===== src/rtl/guess_game_ctrl_if.sv =====
// Player/datapath signal bundle seen by the guess-game controller.
// master = controller side, slave = datapath / button side.
interface guess_game_ctrl_if;
    logic       i_enter;
    logic       i_over;
    logic       i_under;
    logic       i_equal;
    logic       i_out_of_guesses;
    logic       o_inc_actual;
    logic       o_dec_guesses;
    logic       o_dp_clear;
    logic       o_hint_over;
    logic       o_hint_under;
    logic       o_win;
    logic       o_lose;
    logic [2:0] o_state;

    modport master (
        input  i_enter, i_over, i_under, i_equal, i_out_of_guesses,
        output o_inc_actual, o_dec_guesses, o_dp_clear, o_hint_over,
               o_hint_under, o_win, o_lose, o_state
    );

    modport slave (
        output i_enter, i_over, i_under, i_equal, i_out_of_guesses,
        input  o_inc_actual, o_dec_guesses, o_dp_clear, o_hint_over,
               o_hint_under, o_win, o_lose, o_state
    );
endinterface


===== src/rtl/guess_game_ctrl.sv =====
// Number-guessing game controller: debounced Enter press drives a seed/check/win/lose FSM.
// Press latency SYNC_STAGES+DEBOUNCE_CYCLES cycles; no backpressure, presses outside SEED/WAIT/WIN/LOSE are dropped.
module guess_game_ctrl #(
    parameter int SYNC_STAGES     = 2,
    parameter int DEBOUNCE_CYCLES = 4
) (
    input  logic              clk,
    input  logic              reset,
    guess_game_ctrl_if.master bus
);
    localparam int                CNT_W   = $clog2(DEBOUNCE_CYCLES + 1);
    localparam logic [CNT_W-1:0]  CNT_MAX = CNT_W'(DEBOUNCE_CYCLES);

    typedef enum logic [2:0] {
        ST_SEED    = 3'd0,
        ST_WAIT    = 3'd1,
        ST_CHECK   = 3'd2,
        ST_DECWAIT = 3'd3,
        ST_WIN     = 3'd4,
        ST_LOSE    = 3'd5,
        ST_CLEAR   = 3'd6,
        ST_ILLEGAL = 3'd7
    } state_t;

    state_t                 state_q, state_d;
    logic [SYNC_STAGES-1:0] sync_q;
    logic [CNT_W-1:0]       cnt_q;
    logic                   armed_q;
    logic                   level;
    logic                   press;
    logic                   hint_over_q, hint_under_q;
    logic                   dp_clear_q;
    logic                   dec_guesses;

    assign level = sync_q[SYNC_STAGES-1];
    assign press = armed_q && (cnt_q == CNT_MAX);

    always_ff @(posedge clk or posedge reset) begin
        if (reset) begin
            sync_q  <= '0;
            cnt_q   <= '0;
            armed_q <= 1'b1;
        end else begin
            sync_q <= {sync_q[SYNC_STAGES-2:0], bus.i_enter};
            if (!level)
                cnt_q <= '0;
            else if (cnt_q != CNT_MAX)
                cnt_q <= cnt_q + CNT_W'(1);
            // Re-arm only once the button is seen released, so a held button gives one press.
            if (!level)
                armed_q <= 1'b1;
            else if (press)
                armed_q <= 1'b0;
        end
    end

    always_ff @(posedge clk or posedge reset) begin
        if (reset)
            state_q <= ST_SEED;
        else
            state_q <= state_d;
    end

    always_comb begin
        state_d     = state_q;
        dec_guesses = 1'b0;
        case (state_q)
            ST_SEED:    if (press) state_d = ST_CHECK;
            ST_WAIT:    if (press) state_d = ST_CHECK;
            ST_CHECK: begin
                // Equality is judged before any decrement, so the last guess can still win.
                if (bus.i_equal) begin
                    state_d = ST_WIN;
                end else begin
                    state_d     = ST_DECWAIT;
                    dec_guesses = 1'b1;
                end
            end
            ST_DECWAIT: state_d = bus.i_out_of_guesses ? ST_LOSE : ST_WAIT;
            ST_WIN:     if (press) state_d = ST_CLEAR;
            ST_LOSE:    if (press) state_d = ST_CLEAR;
            ST_CLEAR:   state_d = ST_SEED;
            default:    state_d = ST_SEED;
        endcase
    end

    always_ff @(posedge clk or posedge reset) begin
        if (reset) begin
            hint_over_q  <= 1'b0;
            hint_under_q <= 1'b0;
            dp_clear_q   <= 1'b0;
        end else begin
            dp_clear_q <= (state_d == ST_CLEAR);
            case (state_q)
                ST_CHECK: begin
                    if (bus.i_equal) begin
                        hint_over_q  <= 1'b0;
                        hint_under_q <= 1'b0;
                    end else begin
                        hint_over_q  <= bus.i_over;
                        hint_under_q <= bus.i_under && !bus.i_over;
                    end
                end
                ST_CLEAR, ST_ILLEGAL: begin
                    hint_over_q  <= 1'b0;
                    hint_under_q <= 1'b0;
                end
                default: ;
            endcase
        end
    end

    assign bus.o_inc_actual  = (state_q == ST_SEED);
    assign bus.o_dec_guesses = dec_guesses;
    assign bus.o_dp_clear    = dp_clear_q;
    assign bus.o_hint_over   = hint_over_q;
    assign bus.o_hint_under  = hint_under_q;
    assign bus.o_win         = (state_q == ST_WIN);
    assign bus.o_lose        = (state_q == ST_LOSE);
    assign bus.o_state       = state_q;
endmodule

===== src/flat_wrapper.sv =====
// flat-port wrapper written by rule: the top's interface ports become plain ports
module guess_game_ctrl_flat 
#(
    parameter int SYNC_STAGES     = 2,
    parameter int DEBOUNCE_CYCLES = 4
)
  (clk, reset, bus_i_enter, bus_i_over, bus_i_under, bus_i_equal, bus_i_out_of_guesses, bus_o_inc_actual, bus_o_dec_guesses, bus_o_dp_clear, bus_o_hint_over, bus_o_hint_under, bus_o_win, bus_o_lose, bus_o_state);
  guess_game_ctrl_if bus_i ();
  input  logic clk;
  input  logic reset;
  input wire logic [$bits(bus_i.i_enter)-1:0] bus_i_enter;
  input wire logic [$bits(bus_i.i_over)-1:0] bus_i_over;
  input wire logic [$bits(bus_i.i_under)-1:0] bus_i_under;
  input wire logic [$bits(bus_i.i_equal)-1:0] bus_i_equal;
  input wire logic [$bits(bus_i.i_out_of_guesses)-1:0] bus_i_out_of_guesses;
  output wire logic [$bits(bus_i.o_inc_actual)-1:0] bus_o_inc_actual;
  output wire logic [$bits(bus_i.o_dec_guesses)-1:0] bus_o_dec_guesses;
  output wire logic [$bits(bus_i.o_dp_clear)-1:0] bus_o_dp_clear;
  output wire logic [$bits(bus_i.o_hint_over)-1:0] bus_o_hint_over;
  output wire logic [$bits(bus_i.o_hint_under)-1:0] bus_o_hint_under;
  output wire logic [$bits(bus_i.o_win)-1:0] bus_o_win;
  output wire logic [$bits(bus_i.o_lose)-1:0] bus_o_lose;
  output wire logic [$bits(bus_i.o_state)-1:0] bus_o_state;
  assign bus_i.i_enter = bus_i_enter;
  assign bus_i.i_over = bus_i_over;
  assign bus_i.i_under = bus_i_under;
  assign bus_i.i_equal = bus_i_equal;
  assign bus_i.i_out_of_guesses = bus_i_out_of_guesses;
  assign bus_o_inc_actual = bus_i.o_inc_actual;
  assign bus_o_dec_guesses = bus_i.o_dec_guesses;
  assign bus_o_dp_clear = bus_i.o_dp_clear;
  assign bus_o_hint_over = bus_i.o_hint_over;
  assign bus_o_hint_under = bus_i.o_hint_under;
  assign bus_o_win = bus_i.o_win;
  assign bus_o_lose = bus_i.o_lose;
  assign bus_o_state = bus_i.o_state;
  guess_game_ctrl #(.SYNC_STAGES(SYNC_STAGES), .DEBOUNCE_CYCLES(DEBOUNCE_CYCLES)) u_core (.clk(clk), .reset(reset), .bus(bus_i));
endmodule

===== config.mk =====
export PLATFORM = sky130hd
export DESIGN_NAME = guess_game_ctrl_flat
export DESIGN_NICKNAME = d
export VERILOG_FILES = /design/src/rtl/guess_game_ctrl_if.sv /design/src/rtl/guess_game_ctrl.sv /design/src/flat_wrapper.sv
export SDC_FILE = /design/constraint.sdc
export NUM_CORES = 1
export LEC_CHECK = 0
export ABC_AREA = 1
export CAP_MARGIN = 5
export CORE_AREA = 3 3 40 42
export DETAILED_ROUTE_END_ITERATION = 16
export DIE_AREA = 0 0 43 45
export PLACE_DENSITY = 0.7
export SETUP_SLACK_MARGIN = 0.2
export SLEW_MARGIN = 10
export SYNTH_ARGS = -nofsm -noshare
export SYNTH_HDL_FRONTEND = slang
export SYNTH_SLANG_ARGS = --single-unit
export TNS_END_PERCENT = 100

===== constraint.sdc =====
create_clock -name clk -period 2.8 [get_ports clk]
set_input_delay 0.56 -clock clk [delete_from_list [all_inputs] [get_ports clk]]
set_output_delay 0.56 -clock clk [all_outputs]
set_load 0.01 [all_outputs]

==> impl_metrics.json, run 1 <==
{
  "yosys.area_share.simple_pct": 23.4,
  "dieWidth_um": 43,
  "dieArea_sq_um": 1940,
  "rows": 13,
  "fin_crit_ns": 2.33,
  "synth_compound_area_share_pct": 7.49,
  "route.detailed.drc": 0,
  "critPathLaunchType": "input pin",
  "p_comb_share_pct": 38.4,
  "avgRoutedWirePerCell_um": 10.5,
  "finalMaxSlewViolations": 0,
  "firstDrtPassIters": 4,
  "tightest_slew_ns": 0.434,
  "synth_top_family_by_area": "simple AND/OR/NAND/NOR gates",
  "synth_area_per_cell_sq_um": 8.90,
  "synth.most_common_cell": "dfrtp_1",
  "ys_top_cells_by_area": "dfrtp_1 (52%), nand2_1 (6.3%), nand3_1 (5.6%)",
  "ios": 17,
  "crit_fanout": 5,
  "ys_seq_area_share_pct": 56.4,
  "antenna_found_initial": 0,
  "totalWireLength_um": 986,
  "critPathTopFamily": "buffers and inverters",
  "finalSetupViolations": 0,
  "setup_tns_ns": 0,
  "synth_flop_cell": "dfrtp_1",
  "clock_sinks": 12,
  "crit_chain": "clkdlybuf4s50_1 -> inv_1 -> nand3_2 -> inv_1 -> clkdlybuf4s50_1",
  "track_usage_pct": 12.5,
  "crit_type": "in -> out",
  "start_util_pct": 41.6,
  "postRouteAntennaNets": 0,
  "vias": 445,
  "grt_max_degree": 13,
  "power.total_mw": 0.587,
  "async_reset_ff_share_pct": 100,
  "clk_latency_ns": 0.27,
  "ys_ff_latch": 12,
  "grt_pass1_vias": 424,
  "path_buf_inv": 4,
  "p_leak_nw": 0.351,
  "muxShareOfSynthArea_pct": 0,
  "synth.largest_area_cell": "dfrtp_1",
  "slowest_delay_ns": 0.53,
  "synthesis.nets": 69,
  "p_int_mw": 0.385,
  "fmax_mhz": 429,
  "cts_root_buf": "clkbuf_4",
  "status": "finished clean",
  "critPathSlowestCell": "clkdlybuf4s50_1",
  "p_sw_share_pct": 34.4,
  "syn_area_sq_um": 534,
  "yosys.area.top_type_share_pct": 51.5,
  "grt_pass1_wl_mm": 1.76,
  "finalCritPeriodShare_pct": 83.2,
  "power_density_nw_per_um2": 799,
  "synth_xor_area_share_pct": 0,
  "numPortBuffers": 16,
  "fin_util_pct": 57.2,
  "synthTopCellsByCount": "dfrtp_1 (11), nand2_1 (9), inv_1 (6), nand3_1 (6), nor2_1 (6)",
  "cts_hold_buffers": 0,
  "p_seq_share_pct": 42.7,
  "p_clk_share_pct": 18.9,
  "clock_skew_ns": 0.00131,
  "cts.path.max_buffers": 2,
  "cts_inserted_buffers": 3,
  "vias_per_cell": 4.73,
  "cts_tree": "built",
  "synthCells": 60,
  "overflow": 0,
  "ctsResizeCount": 0,
  "max-vdd-ir-drop_mv": 0.552,
  "switchingPower_mw": 0.202,
  "core-area_sq_um": 1280,
  "nFillCells": 124,
  "dpl.hpwl_um": 798,
  "gp_congestion": 0.709,
  "timing_hold_violations_final": 0,
  "clkTransAtPathRegs_ns": 0.07,
  "rsz0062_at_grt": "no",
  "max_cap_violations": 0,
  "drive_gt1_share_pct": 13.9,
  "yosysWarnings": 0,
  "synth_edf_count": 0,
  "post_cts_buffers": 0,
  "critPathRequiredTime_ns": 2.24,
  "syn_to_final_growth_pct": 37.5,
  "synthAdderAreaFrac_pct": 4.68,
  "slew_headroom_pct": 71.0,
  "nets": 89,
  "ys_types": 16,
  "h-tree-depth": 1,
  "hold_class": "reg -> reg",
  "crit_path_end_kind": "output pin",
  "die_y_um": 45,
  "antenna_cells": 0,
  "arrival_ns": 1.77,
  "detail_route.iter0.violations": 13
}
routing by layer:
layer	track usage (%)	share of wire (%)
met1	15.0	47
met2	20.1	46
met3	5.98	5.8
met4	3.61	1.4
met5	0	0
stage by stage:
stage	cells	hold WS [ns]	setup slack, ns	area, sq um
after floorplan	60	0.331	1.33	534
after global placement	90	0.334	0.473	708
after detailed placement	90	0.337	0.466	708
after CTS	94	0.354	0.464	734
after global routing	94	0.387	0.404	734
final	94	0.351	0.470	734
registers in the layout, summed over array words and instances, names as in the netlist:
name	flops
u_core.armed_q	1
u_core.bus.o_dp_clear	1
u_core.bus.o_hint_over	1
u_core.bus.o_hint_under	1
u_core.bus.o_state	3
u_core.cnt_q	3
u_core.sync_q	2
worst paths after layout:
| path | startpoint | endpoint | slack, ns | cells past startpoint |
|---|---|---|---|---|
| max in group asynchronous | reset | u_core.armed_q | 1.89 | 2 |
| worst min register to register | u_core.sync_q[0] | u_core.sync_q[1] | 0.35 | 0 |
| worst max register to register | u_core.cnt_q[0] | u_core.cnt_q[0] | 1.66 | 5 |
| min in group asynchronous | reset | u_core.bus.o_hint_over | 0.58 | 2 |
| worst min-delay path | u_core.sync_q[0] | u_core.sync_q[1] | 0.35 | 0 |
| worst max-delay path | bus_i_equal | bus_o_dec_guesses | 0.47 | 5 |
power by group through the flow:
| stage | sequential [mW] | combinational (mW) | clock (mW) |
|---|---|---|---|
| 6_report | 0.250 | 0.225 | 0.111 |
| 5_1_grt | 0.257 | 0.251 | 0.126 |
| 4_1_cts | 0.251 | 0.230 | 0.115 |
| 3_5_place_dp | 0.255 | 0.228 | 0 |
| 3_3_place_gp | 0.251 | 0.224 | 0 |
| 2_1_floorplan | 0.256 | 0.101 | 0 |
cells by family (layout without fill, tap and decap cells):
logic type	after synthesis	after routing
buffers and inverters	11	30
adders and majority gates	2	2
AOI/OAI and AO/OA	8	8
DFF	12	12
and+or+nand+nor	27	27
layout by cell type, fill, tap and decap left out:
master | synthesis | layout
clkdlybuf4s50_1 | 0 | 16
dfrtp_1 | 11 | 11
nand2_1 | 9 | 9
nor2_1 | 6 | 6
inv_1 | 6 | 6
nand3_1 | 6 | 6
o21ai_1 | 5 | 5
inv_2 | 4 | 4
clkbuf_4 | 0 | 3
a21oi_1 | 2 | 2
nor2_2 | 2 | 2
nor3_1 | 2 | 2
ha_1 | 2 | 2
nand3_2 | 1 | 1
nand4_1 | 1 | 1
o21ai_0 | 1 | 1
clkbuf_1 | 0 | 1
dfstp_2 | 1 | 1
final cells by class:
cell class	count	area, sq um	share of cell area (%)
tap	15	18.8	2.56
multi-input combinational	37	190	25.9
timing repair buffer	16	160	21.8
sequential	12	302	41.1
clock buffer	4	26.3	3.58
inverter	10	37.5	5.11
Power figures use the tool's default switching activity.
==> run 2, diff against run 1 <==
==> constraint.sdc (replaced) <==
create_clock -name clk -period 2.2 [get_ports clk]
set_input_delay 0.44 -clock clk [delete_from_list [all_inputs] [get_ports clk]]
set_output_delay 0.44 -clock clk [all_outputs]
set_load 0.01 [all_outputs]
==> run 2 against run 1 <==
Compared with the run above: sequential share of layout area shrank 2.1 points; via count shrank 0.67%; cell count grew 4.3%; core utilization grew 3.6 points; critical path type is now reg -> out; largest power group unchanged; highest routed layer is now met3.
==> impl_metrics.json, run 2 (same netlist as run 1, synthesis figures left out) <==
{
  "critPathLaunchType": "register",
  "status": "finished clean",
  "crit_path_end_kind": "output pin",
  "dpl_worst_slack_ns": 0.158,
  "nets": 93,
  "timing_hold_violations_final": 0,
  "crit_fanout": 5,
  "grt_pass1_wl_mm": 1.66,
  "cts_root_buf": "clkbuf_4",
  "power_density_nw_per_um2": 1010,
  "gp_congestion": 0.630,
  "setup_tns_ns": 0,
  "totalWireLength_um": 951,
  "nFillCells": 120,
  "post-route-worst-setup-slack_ns": 0.302,
  "cts_tree": "built",
  "grt_pass1_vias": 388,
  "clk_latency_ns": 0.26,
  "overflow": 0,
  "final_common_cell": "clkdlybuf4s50_1",
  "finalMaxSlewViolations": 0,
  "multiInputGateArea_sq_um": 190,
  "detail_route.iter0.violations": 6,
  "globalRouteMet1Util_pct": 15.4,
  "numPortBuffers": 16,
  "r2r_start": "u_core.cnt_q[0]",
  "grt_max_degree": 13,
  "r2r_setup_slack_ns": 1.07,
  "clock_skew_ns": 0.000401,
  "ios": 17,
  "antenna_found_initial": 0,
  "placed_area_sq_um": 716,
  "arrival_ns": 1.46,
  "busiest_layer": "met2",
  "syn_to_final_growth_pct": 46.1,
  "vias_per_cell": 4.51,
  "tightest_slew_ns": 0.427,
  "crit_start": "u_core.bus.o_state[2]",
  "p_leak_nw": 0.411,
  "max_cap_violations": 0,
  "finalSetupViolations": 0,
  "rsz0062_at_grt": "no",
  "reg2reg_depth": 5,
  "max-vdd-ir-drop_mv": 0.526,
  "slew_headroom_pct": 71.5,
  "crit_type": "reg -> out",
  "die_y_um": 45,
  "core-area_sq_um": 1280,
  "final_cell_mix": "clkdlybuf4s50_1 (13), nand2_1 (9), dfrtp_1 (9)",
  "clock_sinks": 12,
  "fmax_mhz": 527,
  "reg2reg_to": "u_core.cnt_q[0]",
  "seq_area_sq_um": 304,
  "finalCritPeriodShare_pct": 86.3,
  "firstDrtPassIters": 2,
  "hold_class": "reg -> reg",
  "clkTransAtPathRegs_ns": 0.08,
  "h-tree-depth": 1,
  "route.detailed.drc": 0,
  "vias": 442,
  "drive_gt1_share_pct": 21.7,
  "cts.path.max_buffers": 2,
  "grtUsageMet2_pct": 17.1,
  "finalInstanceArea_sq_um": 781,
  "grt_use_met3_pct": 3.98,
  "antenna_cells": 0,
  "avgRoutedWirePerCell_um": 9.70,
  "track_usage_pct": 11.3,
  "hold_ws_ns": 0.356,
  "cts_inserted_buffers": 3,
  "dieArea_sq_um": 1940,
  "dpl.hpwl_um": 749,
  "start_util_pct": 41.6,
  "dieWidth_um": 43,
  "crit_end": "bus_o_inc_actual",
  "fin_crit_ns": 1.90,
  "postRouteAntennaNets": 0,
  "critPathRequiredTime_ns": 1.76,
  "rows": 13
}
run 2: cell types whose count changed in the layout (fill, tap and decap cells not counted), sizes merged:
cell	delta
clkdlybuf4s50	-3
dlygate4sd2	+1
dlymetal6s2s	+2
buf	+4
run 2: metal layers:
layer	vias to the layer above	routed length [um]
met3	0	47
met2	10	458
li1	237	-
met5	-	0
met1	195	445
met4	0	0
run 2: power breakdown:
part	switching, mW	internal [mW]	leakage [nW]
logic	0.136	0.165	0.239
registers	0.0449	0.267	0.151
clock network	0.0723	0.100	0.0210
total	0.253	0.532	0.411
run 2: per-stage QoR:
step,total power [mW],util [%],std cells
after floorplan,0.454,-,60
after global placement,0.605,55.7,91
after detailed placement,0.607,55.7,91
after CTS,0.788,59.8,97
after global routing,0.839,60.8,98
final,0.785,60.8,98
run 2: how the worst min path moves through the flow:
stage                                 from                    end  slack [ns]  depth (start not counted)
after floorplan                      reset  u_core.bus.o_dp_clear        0.30                          1
after global placement    u_core.sync_q[0]       u_core.sync_q[1]        0.33                          0
after detailed placement  u_core.sync_q[0]       u_core.sync_q[1]        0.34                          0
after CTS                 u_core.sync_q[0]       u_core.sync_q[1]        0.36                          0
after global routing      u_core.sync_q[0]       u_core.sync_q[1]        0.37                          0
final                     u_core.sync_q[0]       u_core.sync_q[1]        0.36                          0
run 2: critical path: stages (launching register included):
cell and delay, ns:
dfrtp_2 0.44, nor3_1 0.19, clkdlybuf4s50_1 0.56
run 2: layout make-up:
class	instances	share of cell area, %
Sequential cell	12	38.9
Timing Repair Buffer	20	24.8
Multi-Input combinational cell	37	24.4
Inverter	10	4.81
Clock buffer	4	4.65
Tap cell	15	2.40
run 2: timing repair:
action	in CTS	in global routing
gates cloned	0	0
endpoints found under the setup margin	3	2
gates resized for setup	3	2
pin swaps	0	0
hold buffers	0	0
buffers inserted	2	1
==> run 3, diff against run 2 <==
--- a/config.mk
+++ b/config.mk
@@ -7,9 +7,9 @@
 export LEC_CHECK = 0
 export ABC_AREA = 1
 export CAP_MARGIN = 5
-export CORE_AREA = 3 3 40 42
+export CORE_AREA = 2 2 39 41
 export DETAILED_ROUTE_END_ITERATION = 16
-export DIE_AREA = 0 0 43 45
+export DIE_AREA = 0 0 41 43
 export PLACE_DENSITY = 0.7
 export SETUP_SLACK_MARGIN = 0.2
 export SLEW_MARGIN = 10
==> constraint.sdc (replaced) <==
create_clock -name clk -period 2.01 [get_ports clk]
set_input_delay 0.402 -clock clk [delete_from_list [all_inputs] [get_ports clk]]
set_output_delay 0.402 -clock clk [all_outputs]
set_load 0.01 [all_outputs]
==> run 3 against run 2 <==
Compared with the run above: sequential cell count unchanged; first-iteration DRC count fell by 33%; sequential share of layout area grew 0.76 points; routed wire length shrank 0.11%; core utilization is 5.4 points lower; combinational power is essentially flat; count of clock-buffer cells in the layout is the same.
==> impl_metrics.json, run 3 (same netlist as run 1, synthesis figures left out) <==
{
  "cts_hold_buffers": 0,
  "numPortBuffers": 16,
  "vias": 454,
  "power_density_nw_per_um2": 1090,
  "rsz0062_at_grt": "no",
  "clkTransAtPathRegs_ns": 0.08,
  "h-tree-depth": 1,
  "crit_type": "reg -> out",
  "core-area_sq_um": 1380,
  "die_y_um": 43,
  "vias_per_cell": 4.63,
  "p_leak_nw": 0.382,
  "rows": 14,
  "arrival_ns": 1.36,
  "finalCritPeriodShare_pct": 87.6,
  "grt_pass1_wl_mm": 1.57,
  "timing_hold_violations_final": 0,
  "status": "finished clean",
  "fmax_mhz": 568,
  "antenna_cells": 0,
  "critPathLaunchType": "register",
  "finalSetupViolations": 0,
  "dpl.hpwl_um": 736,
  "detail_route.iter0.violations": 4,
  "setup_tns_ns": 0,
  "worstHoldPathCells": 0,
  "antenna_found_initial": 0,
  "start_util_pct": 38.6,
  "avgRoutedWirePerCell_um": 9.69,
  "dieWidth_um": 41,
  "met3WireLength_um": 30,
  "nFillCells": 126,
  "postRouteAntennaNets": 0,
  "nets": 92,
  "critPathRequiredTime_ns": 1.61,
  "wl_met2_um": 451,
  "reg2reg_depth": 5,
  "crit_path_end_kind": "output pin",
  "cts_root_buf": "clkbuf_4",
  "route.detailed.drc": 0,
  "slew_headroom_pct": 70.4,
  "firstDrtPassIters": 3,
  "totalWireLength_um": 950,
  "gp_congestion": 0.707,
  "max_cap_violations": 0,
  "fin_util_pct": 55.3,
  "final_cell_mix": "clkdlybuf4s50_1 (12), nand2_1 (9), dfrtp_1 (9)",
  "clk_latency_ns": 0.27,
  "wl_met1_um": 456,
  "overflow": 0,
  "seq_area_sq_um": 304,
  "cts.path.max_buffers": 2,
  "multiInputGateArea_sq_um": 190,
  "finalMaxSlewViolations": 0,
  "crit_fanout": 6,
  "cts_tree": "built",
  "cts_inserted_buffers": 3,
  "ios": 17,
  "track_usage_pct": 13.3,
  "hold_ws_ns": 0.355,
  "top_layer_used": "met4",
  "clock_sinks": 12,
  "drive_gt1_share_pct": 20.7,
  "clock_skew_ns": 0.00158,
  "tightest_slew_ns": 0.444,
  "hold_class": "reg -> reg",
  "max-vdd-ir-drop_mv": 0.539,
  "grt_max_degree": 13,
  "grt_pass1_vias": 399,
  "fin_crit_ns": 1.76,
  "final_common_cell": "clkdlybuf4s50_1",
  "syn_to_final_growth_pct": 43.3,
  "dieArea_sq_um": 1760
}
[run 3: cell count changes in the layout (fill, tap and decap cells not counted)]
| cell | previous run | this run |
|---|---|---|
| buf_4 | 4 | 3 |
| clkdlybuf4s50_1 | 13 | 12 |
| dlygate4sd2_1 | 1 | 4 |
| dlymetal6s2s_1 | 2 | 0 |
[run 3: per-stage QoR]
step	power (mW)	std cells	setup slack (ns)	area, sq um
6_report	0.838	98	0.250	766
3_3_place_gp	0.662	92	0.0592	717
3_5_place_dp	0.666	92	0.0536	717
4_1_cts	0.847	98	0.245	766
2_1_floorplan	0.497	60	0.702	534
5_1_grt	0.895	98	0.201	766
[run 3: layout make-up]
class,instances,share of cell area (%)
Sequential cell,12,39.7
Multi-Input combinational cell,37,24.8
Timing Repair Buffer,19,23.2
Inverter,10,4.90
Clock buffer,4,4.74
Tap cell,16,2.61
[run 3: worst max-delay path, stage by stage, from the launching register on]
cell and delay, ns:
dfrtp_2 0.42, buf_4 0.14, clkdlybuf4s50_1 0.52
[run 3: layer usage]
metal / up-vias / track usage [%]
li1: 238 / -
met1: 205 / 19.1
met4: 0 / 4.00
met3: 2 / 4.71
met5: - / 0
met2: 9 / 18.4
[run 3: what timing repair did]
| item | in CTS | in global routing |
|---|---|---|
| setup endpoints to repair | 5 | 0 |
| buffers inserted | 2 | 0 |
| hold endpoints to repair | 0 | 0 |
| gates resized for setup | 6 | 0 |
[run 3: report_power, final]
group / total (mW) / switching [mW] / internal (mW)
clock: 0.192 / 0.0824 / 0.110
combinational: 0.300 / 0.144 / 0.156
sequential: 0.345 / 0.0536 / 0.292
[run 3: path summary, 6_finish.rpt]
| check | from | end | slack (ns) |
|---|---|---|---|
| max reg2reg | u_core.cnt_q[0] | u_core.cnt_q[0] | 0.89 |
| min reg2reg | u_core.sync_q[0] | u_core.sync_q[1] | 0.35 |
| min in group asynchronous | reset | u_core.cnt_q[1] | 0.42 |
| min | u_core.sync_q[0] | u_core.sync_q[1] | 0.35 |
| max in group asynchronous | reset | u_core.armed_q | 1.25 |
| max | u_core.bus.o_state[1] | bus_o_state[1] | 0.25 |
